## src/rtl/lsu_mem_ctrl.sv

```systemverilog
// Load/store unit: req/ack data-memory handshake with byte enables, lane replication and load extension.
// Optional LSU_MISALIGN_TRAP_EN turns misaligned H/W accesses into errors with no memory access.
module lsu_mem_ctrl #(
  parameter int ADDR_W      = 32,
  parameter int MEM_TIMEOUT = 255
) (
  input  logic              i_clk,
  input  logic              i_rst_n,
  input  logic              i_valid,
  input  logic [6:0]        i_opcode,
  input  logic [2:0]        i_funct3,
  input  logic [ADDR_W-1:0] i_addr,
  input  logic [31:0]       i_wdata,
  output logic              o_busy,
  output logic              o_done,
  output logic              o_err,
  output logic [31:0]       o_rdata,
  output logic              o_mem_req,
  output logic              o_mem_we,
  output logic [ADDR_W-1:0] o_mem_addr,
  output logic [31:0]       o_mem_wdata,
  output logic [3:0]        o_mem_be,
  input  logic              i_mem_ack,
  input  logic [31:0]       i_mem_rdata
);

  localparam logic [6:0] OP_LOAD  = 7'b0000011;
  localparam logic [6:0] OP_STORE = 7'b0100011;
  localparam int         CNT_W    = (MEM_TIMEOUT < 2) ? 1 : $clog2(MEM_TIMEOUT + 1);
  localparam logic [CNT_W-1:0] CNT_LAST = CNT_W'(MEM_TIMEOUT - 1);

  typedef enum logic [1:0] {S_IDLE, S_REQ, S_DONE, S_ERR} state_t;

  state_t            state_q, state_d;
  logic [CNT_W-1:0]  cnt_q, cnt_d;
  logic              store_q;
  logic [2:0]        funct3_q;
  logic [ADDR_W-1:0] addr_q;
  logic [31:0]       wdata_q;
  logic [3:0]        be_q;
  logic [31:0]       rdata_q;

  logic        is_load, is_store, f3_ok, misalign;
  logic        latch_en, cap_en, err_en;
  logic [3:0]  be_in;
  logic [31:0] wdata_in;
  logic [7:0]  byte_sel;
  logic [15:0] half_sel;
  logic [31:0] load_ext;

  always_comb begin
    is_load  = (i_opcode == OP_LOAD);
    is_store = (i_opcode == OP_STORE);

    f3_ok = 1'b0;
    if (is_load)
      f3_ok = (i_funct3 == 3'b000) || (i_funct3 == 3'b001) || (i_funct3 == 3'b010) ||
              (i_funct3 == 3'b100) || (i_funct3 == 3'b101);
    else if (is_store)
      f3_ok = (i_funct3 == 3'b000) || (i_funct3 == 3'b001) || (i_funct3 == 3'b010);

`ifdef LSU_MISALIGN_TRAP_EN
    misalign = ((i_funct3[1:0] == 2'b01) && i_addr[0]) ||
               ((i_funct3[1:0] == 2'b10) && (i_addr[1:0] != 2'b00));
`else
    misalign = 1'b0;
`endif

    // Lane width comes from funct3[1:0]; the unsigned bit only matters for loads.
    be_in    = 4'b1111;
    wdata_in = i_wdata;
    case (i_funct3[1:0])
      2'b00: begin
        be_in    = 4'b0001 << i_addr[1:0];
        wdata_in = {4{i_wdata[7:0]}};
      end
      2'b01: begin
        be_in    = i_addr[1] ? 4'b1100 : 4'b0011;
        wdata_in = {2{i_wdata[15:0]}};
      end
      default: ;
    endcase
    if (!is_store) be_in = 4'b0000;
  end

  always_comb begin
    case (addr_q[1:0])
      2'b00:   byte_sel = i_mem_rdata[7:0];
      2'b01:   byte_sel = i_mem_rdata[15:8];
      2'b10:   byte_sel = i_mem_rdata[23:16];
      default: byte_sel = i_mem_rdata[31:24];
    endcase
    half_sel = addr_q[1] ? i_mem_rdata[31:16] : i_mem_rdata[15:0];
    case (funct3_q)
      3'b000:  load_ext = {{24{byte_sel[7]}}, byte_sel};
      3'b001:  load_ext = {{16{half_sel[15]}}, half_sel};
      3'b100:  load_ext = {24'h0, byte_sel};
      3'b101:  load_ext = {16'h0, half_sel};
      default: load_ext = i_mem_rdata;
    endcase
  end

  always_comb begin
    state_d   = state_q;
    cnt_d     = cnt_q;
    latch_en  = 1'b0;
    cap_en    = 1'b0;
    err_en    = 1'b0;
    o_busy    = (state_q != S_IDLE);
    o_done    = (state_q == S_DONE) || (state_q == S_ERR);
    o_err     = (state_q == S_ERR);
    o_mem_req = (state_q == S_REQ);
    case (state_q)
      S_IDLE: begin
        if (i_valid && (is_load || is_store)) begin
          latch_en = 1'b1;
          cnt_d    = '0;
          if (!f3_ok || misalign) begin
            state_d = S_ERR;
            err_en  = 1'b1;
          end else begin
            state_d = S_REQ;
          end
        end
      end
      S_REQ: begin
        cnt_d = cnt_q + 1'b1;
        // A late ack on the final allowed cycle still completes normally.
        if (i_mem_ack) begin
          cap_en  = 1'b1;
          state_d = S_DONE;
        end else if (cnt_q == CNT_LAST) begin
          err_en  = 1'b1;
          state_d = S_ERR;
        end
      end
      default: state_d = S_IDLE;
    endcase
  end

  always_ff @(posedge i_clk) begin
    if (!i_rst_n) begin
      state_q  <= S_IDLE;
      cnt_q    <= '0;
      store_q  <= 1'b0;
      funct3_q <= 3'b000;
      addr_q   <= '0;
      wdata_q  <= '0;
      be_q     <= 4'b0000;
      rdata_q  <= '0;
    end else begin
      state_q <= state_d;
      cnt_q   <= cnt_d;
      if (latch_en) begin
        store_q  <= is_store;
        funct3_q <= i_funct3;
        addr_q   <= i_addr;
        wdata_q  <= wdata_in;
        be_q     <= be_in;
      end
      if (cap_en)
        rdata_q <= load_ext;
      else if (err_en)
        rdata_q <= '0;
    end
  end

  assign o_rdata     = rdata_q;
  assign o_mem_we    = o_mem_req && store_q;
  assign o_mem_be    = o_mem_req ? be_q : 4'b0000;
  assign o_mem_addr  = {addr_q[ADDR_W-1:2], 2'b00};
  assign o_mem_wdata = wdata_q;

endmodule
```

## config.mk

```make
export PLATFORM = sky130hd
export DESIGN_NAME = lsu_mem_ctrl
export DESIGN_NICKNAME = d
export VERILOG_FILES = /design/src/rtl/lsu_mem_ctrl.sv
export SDC_FILE = /design/constraint.sdc
export NUM_CORES = 1
export LEC_CHECK = 0
export CAP_MARGIN = 0
export CORE_MARGIN = 4
export CORE_UTILIZATION = 35
export CTS_CLUSTER_DIAMETER = 100
export CTS_CLUSTER_SIZE = 24
export DETAILED_ROUTE_END_ITERATION = 12
export GPL_ROUTABILITY_DRIVEN = 0
export PLACE_DENSITY = 0.79
export SLEW_MARGIN = 20
export SYNTH_ARGS = -nofsm -noshare
export SYNTH_HDL_FRONTEND = slang
export SYNTH_SLANG_ARGS = --single-unit
```

## constraint.sdc

```tcl
create_clock -name i_clk -period 2.37 [get_ports i_clk]
set_clock_uncertainty 0.05 [all_clocks]
set_input_delay 0.474 -clock i_clk [delete_from_list [all_inputs] [get_ports i_clk]]
set_output_delay 0.474 -clock i_clk [all_outputs]
set_load 0.02 [all_outputs]
```

==> impl_metrics.py <==
metrics = {
    "power_and_ir_drop": {
        "power.leakage_nw": 2.835,
        "pwr-share-comb_pct": 8.5,
        "p_switching_w": 0.001058,
        "p_per_area_nw_per_um2": 594.1,
        "clkPwrFrac_pct": 50.4,
        "power.share.sequential_pct": 41.1,
        "p_int_w": 0.003635,
        "p_total_w": 0.004692,
        "ir_worst_vdd_mv": 0.4514,
        "switching_share_pct": 22.54,
    },
    "floorplanning": {
        "die_w_um": 130.5,
        "fp.dieH_um": 130.5,
        "die-area_um2": 17040,
        "core_area_um2": 14640,
        "ioPinCount": 215,
        "rows": 44,
        "start_util_pct": 35.88,
    },
    "cts": {
        "clockBufferDepth": 2,
        "cts.sinks": 114,
        "clk_pin_slew_ns": 0.05,
        "cts_made_buffers": 17,
        "clockRootBuffer": "clkbuf_16",
        "cts_max_level": 4,
        "post_cts_buffers": 0,
        "cts_hold_buf": 0,
        "cts_tree": "yes",
        "worstSkewPairLatency_ns": 0.41,
    },
    "placed_design": {
        "hpwl_um": 11460,
        "port_buffers": 212,
        "placed_area_um2": 7348,
        "dp.cells": 961,
    },
    "cells_and_area": {
        "final_area_um2": 7898,
        "final_cell_mix": "clkdlybuf4s50_1 (207), nand2_1 (136), dfxtp_1 (114)",
        "n_fill_cell": 1344,
        "layout_commonest_cell": "clkdlybuf4s50_1",
        "drive_gt1_share_pct": 9.271,
        "nets": 908,
        "syn_to_final_growth_pct": 50.32,
        "n_antenna_cell": 0,
        "layout.cells.non_filler": 993,
    },
    "global_routing": {
        "grt_overflow": 0,
        "grtUsageTotal_pct": 18.64,
        "grt_pass1_vias": 4947,
        "antenna_found_initial": 0,
        "grt_pass1_wl_um": 24960,
        "grt_max_degree": 61,
    },
    "flow_run": {
        "drv_cap": 0,
    },
    "sta": {
        "finalSetupViolCount": 0,
        "tns_ns": 0,
        "fmaxAchievable_mhz": 451.7,
        "slew-limit-headroom_pct": 38.48,
        "hold_ws_ns": 0.3969,
        "hold_viol": 0,
        "tightest_slew_ns": 0.9228,
        "final_min_period_over_clock_period_pct": 93.41,
        "slew_violations": 0,
        "finalCriticalPeriod_ns": 2.214,
        "grt_setup_unrepaired": "no",
    },
    "detailed_routing": {
        "dr_total_vias": 5118,
        "avgRoutedWirePerCell_um": 16.26,
        "via_per_inst": 5.154,
        "detail-route-antenna-nets": 0,
        "totalWireLength_um": 16150,
        "firstDrtPassIters": 4,
        "drc": 0,
        "dr.first_iter.drc_count": 229,
    },
    "logic_synthesis": {
        "postSynthAreaPerCell_um2": 8.474,
        "synthCells": 620,
        "synth_edf_count": 0,
        "yosysSeqAreaShare_pct": 43.44,
        "ys_seq_elements": 114,
        "synth_top_area_share_pct": 43.44,
        "ys_async_sr_fraction_pct": 0,
        "synth_ff_type": "dfxtp_1",
        "synth_area_leaders": "dfxtp_1 (43%), nand2_1 (9.7%), a21oi_1 (6.7%)",
        "syn_area_um2": 5254,
        "yosys.area.top_type": "dfxtp_1",
        "ys_types": 52,
        "synth_warnings": 0,
    },
    "hold_path": {
        "hp-class": "register to register",
        "hold_depth": 2,
    },
    "setup_path": {
        "crit_required_ns": 1.85,
        "path_class": "register to primary output",
        "worst_setup_path_end_kind": "primary output",
        "worst_setup_path_start_kind": "register",
        "crit_arrival_ns": 1.69,
        "worst_r2r_path_depth": 4,
        "path_max_fanout": 6,
    },
    "outcome": {
        "status": "completed",
    },
}
critical path: stages (launching register included):
cell	delay, ns
dfxtp_1	0.37
buf_4	0.16
and2_1	0.12
clkdlybuf4s50_1	0.63
synthesized netlist by cell type, drive strengths merged (7+ instances only):
cell type / instances
a2111oi: 9
a211o: 7
a211oi: 10
a21oi: 70
a221o: 16
a311oi: 8
and2: 7
and3: 8
buf: 60
clkbuf: 21
dfxtp: 114
mux2i: 23
nand2: 136
nor2: 29
o21ai: 35
o2bb2ai: 8
or3: 9
flip-flops by register name, indices dropped and copies added (netlist names):
name and count:
addr_q 32, be_q 4, cnt_q 8, funct3_q 3, o_mem_wdata 32, o_rdata 32
state_q 2, store_q 1
power by group through the flow:
stage               sequential [W]  combinational [W]  clock, W
CTS                        0.00193           0.000399   0.00242
finish                     0.00193           0.000398   0.00236
global placement           0.00197           0.000394         0
detailed placement         0.00197           0.000397         0
global route               0.00193           0.000425   0.00252
floorplan                  0.00198           0.000130         0
per-layer routing:
metal  part of all wire (%)  vias up  wire, um  GRT usage, %
met3                     11       29      1827         9.187
li1                       -     2511         -             -
met2                     47      238      7511         30.53
met4                    2.1        0       334         6.897
met1                     40     2340      6476         21.02
met5                      0        -         0             0
metrics by stage:
step / utilization, % / setup WS (ns)
2_1_floorplan: - / 0.4713
3_3_place_gp: 50.18 / -0.1271
3_5_place_dp: 50.18 / -0.1340
4_1_cts: 53.90 / 0.02247
5_1_grt: 53.93 / 0.07647
6_report: 53.93 / 0.1562
logic make-up after synthesis:
group	Yosys count	synth area share (%)
mux	25	4.811
flops	114	43.44
other cells	1	0.07138
compound gates	177	22.86
fa+ha+maj	2	0.4762
buf+inv	87	10.07
simple gates	214	18.27
layout make-up:
cell class                      count  area, um2  area share (%)
Timing Repair Buffer              237       2361           29.90
Multi-Input combinational cell    420       2449           31.00
Clock buffer                       21      460.4           5.830
Sequential cell                   114       2282           28.90
Clock inverter                     11      87.58           1.109
Tap cell                          184      230.2           2.915
Inverter                            6      27.53          0.3485
repair_timing:
action	CTS	global route
endpoints found under the setup margin	3	2
gates resized for setup	3	2
cloned	0	0
final timing paths:
path	start	slack, ns	end
worst max register to register	addr_q[1]	0.37	o_rdata[24]
worst min register to register	store_q	0.40	store_q
worst max-delay path	state_q[0]	0.16	o_err
worst min-delay path	store_q	0.40	store_q
Note: power is estimated with default switching activity, not from simulation.
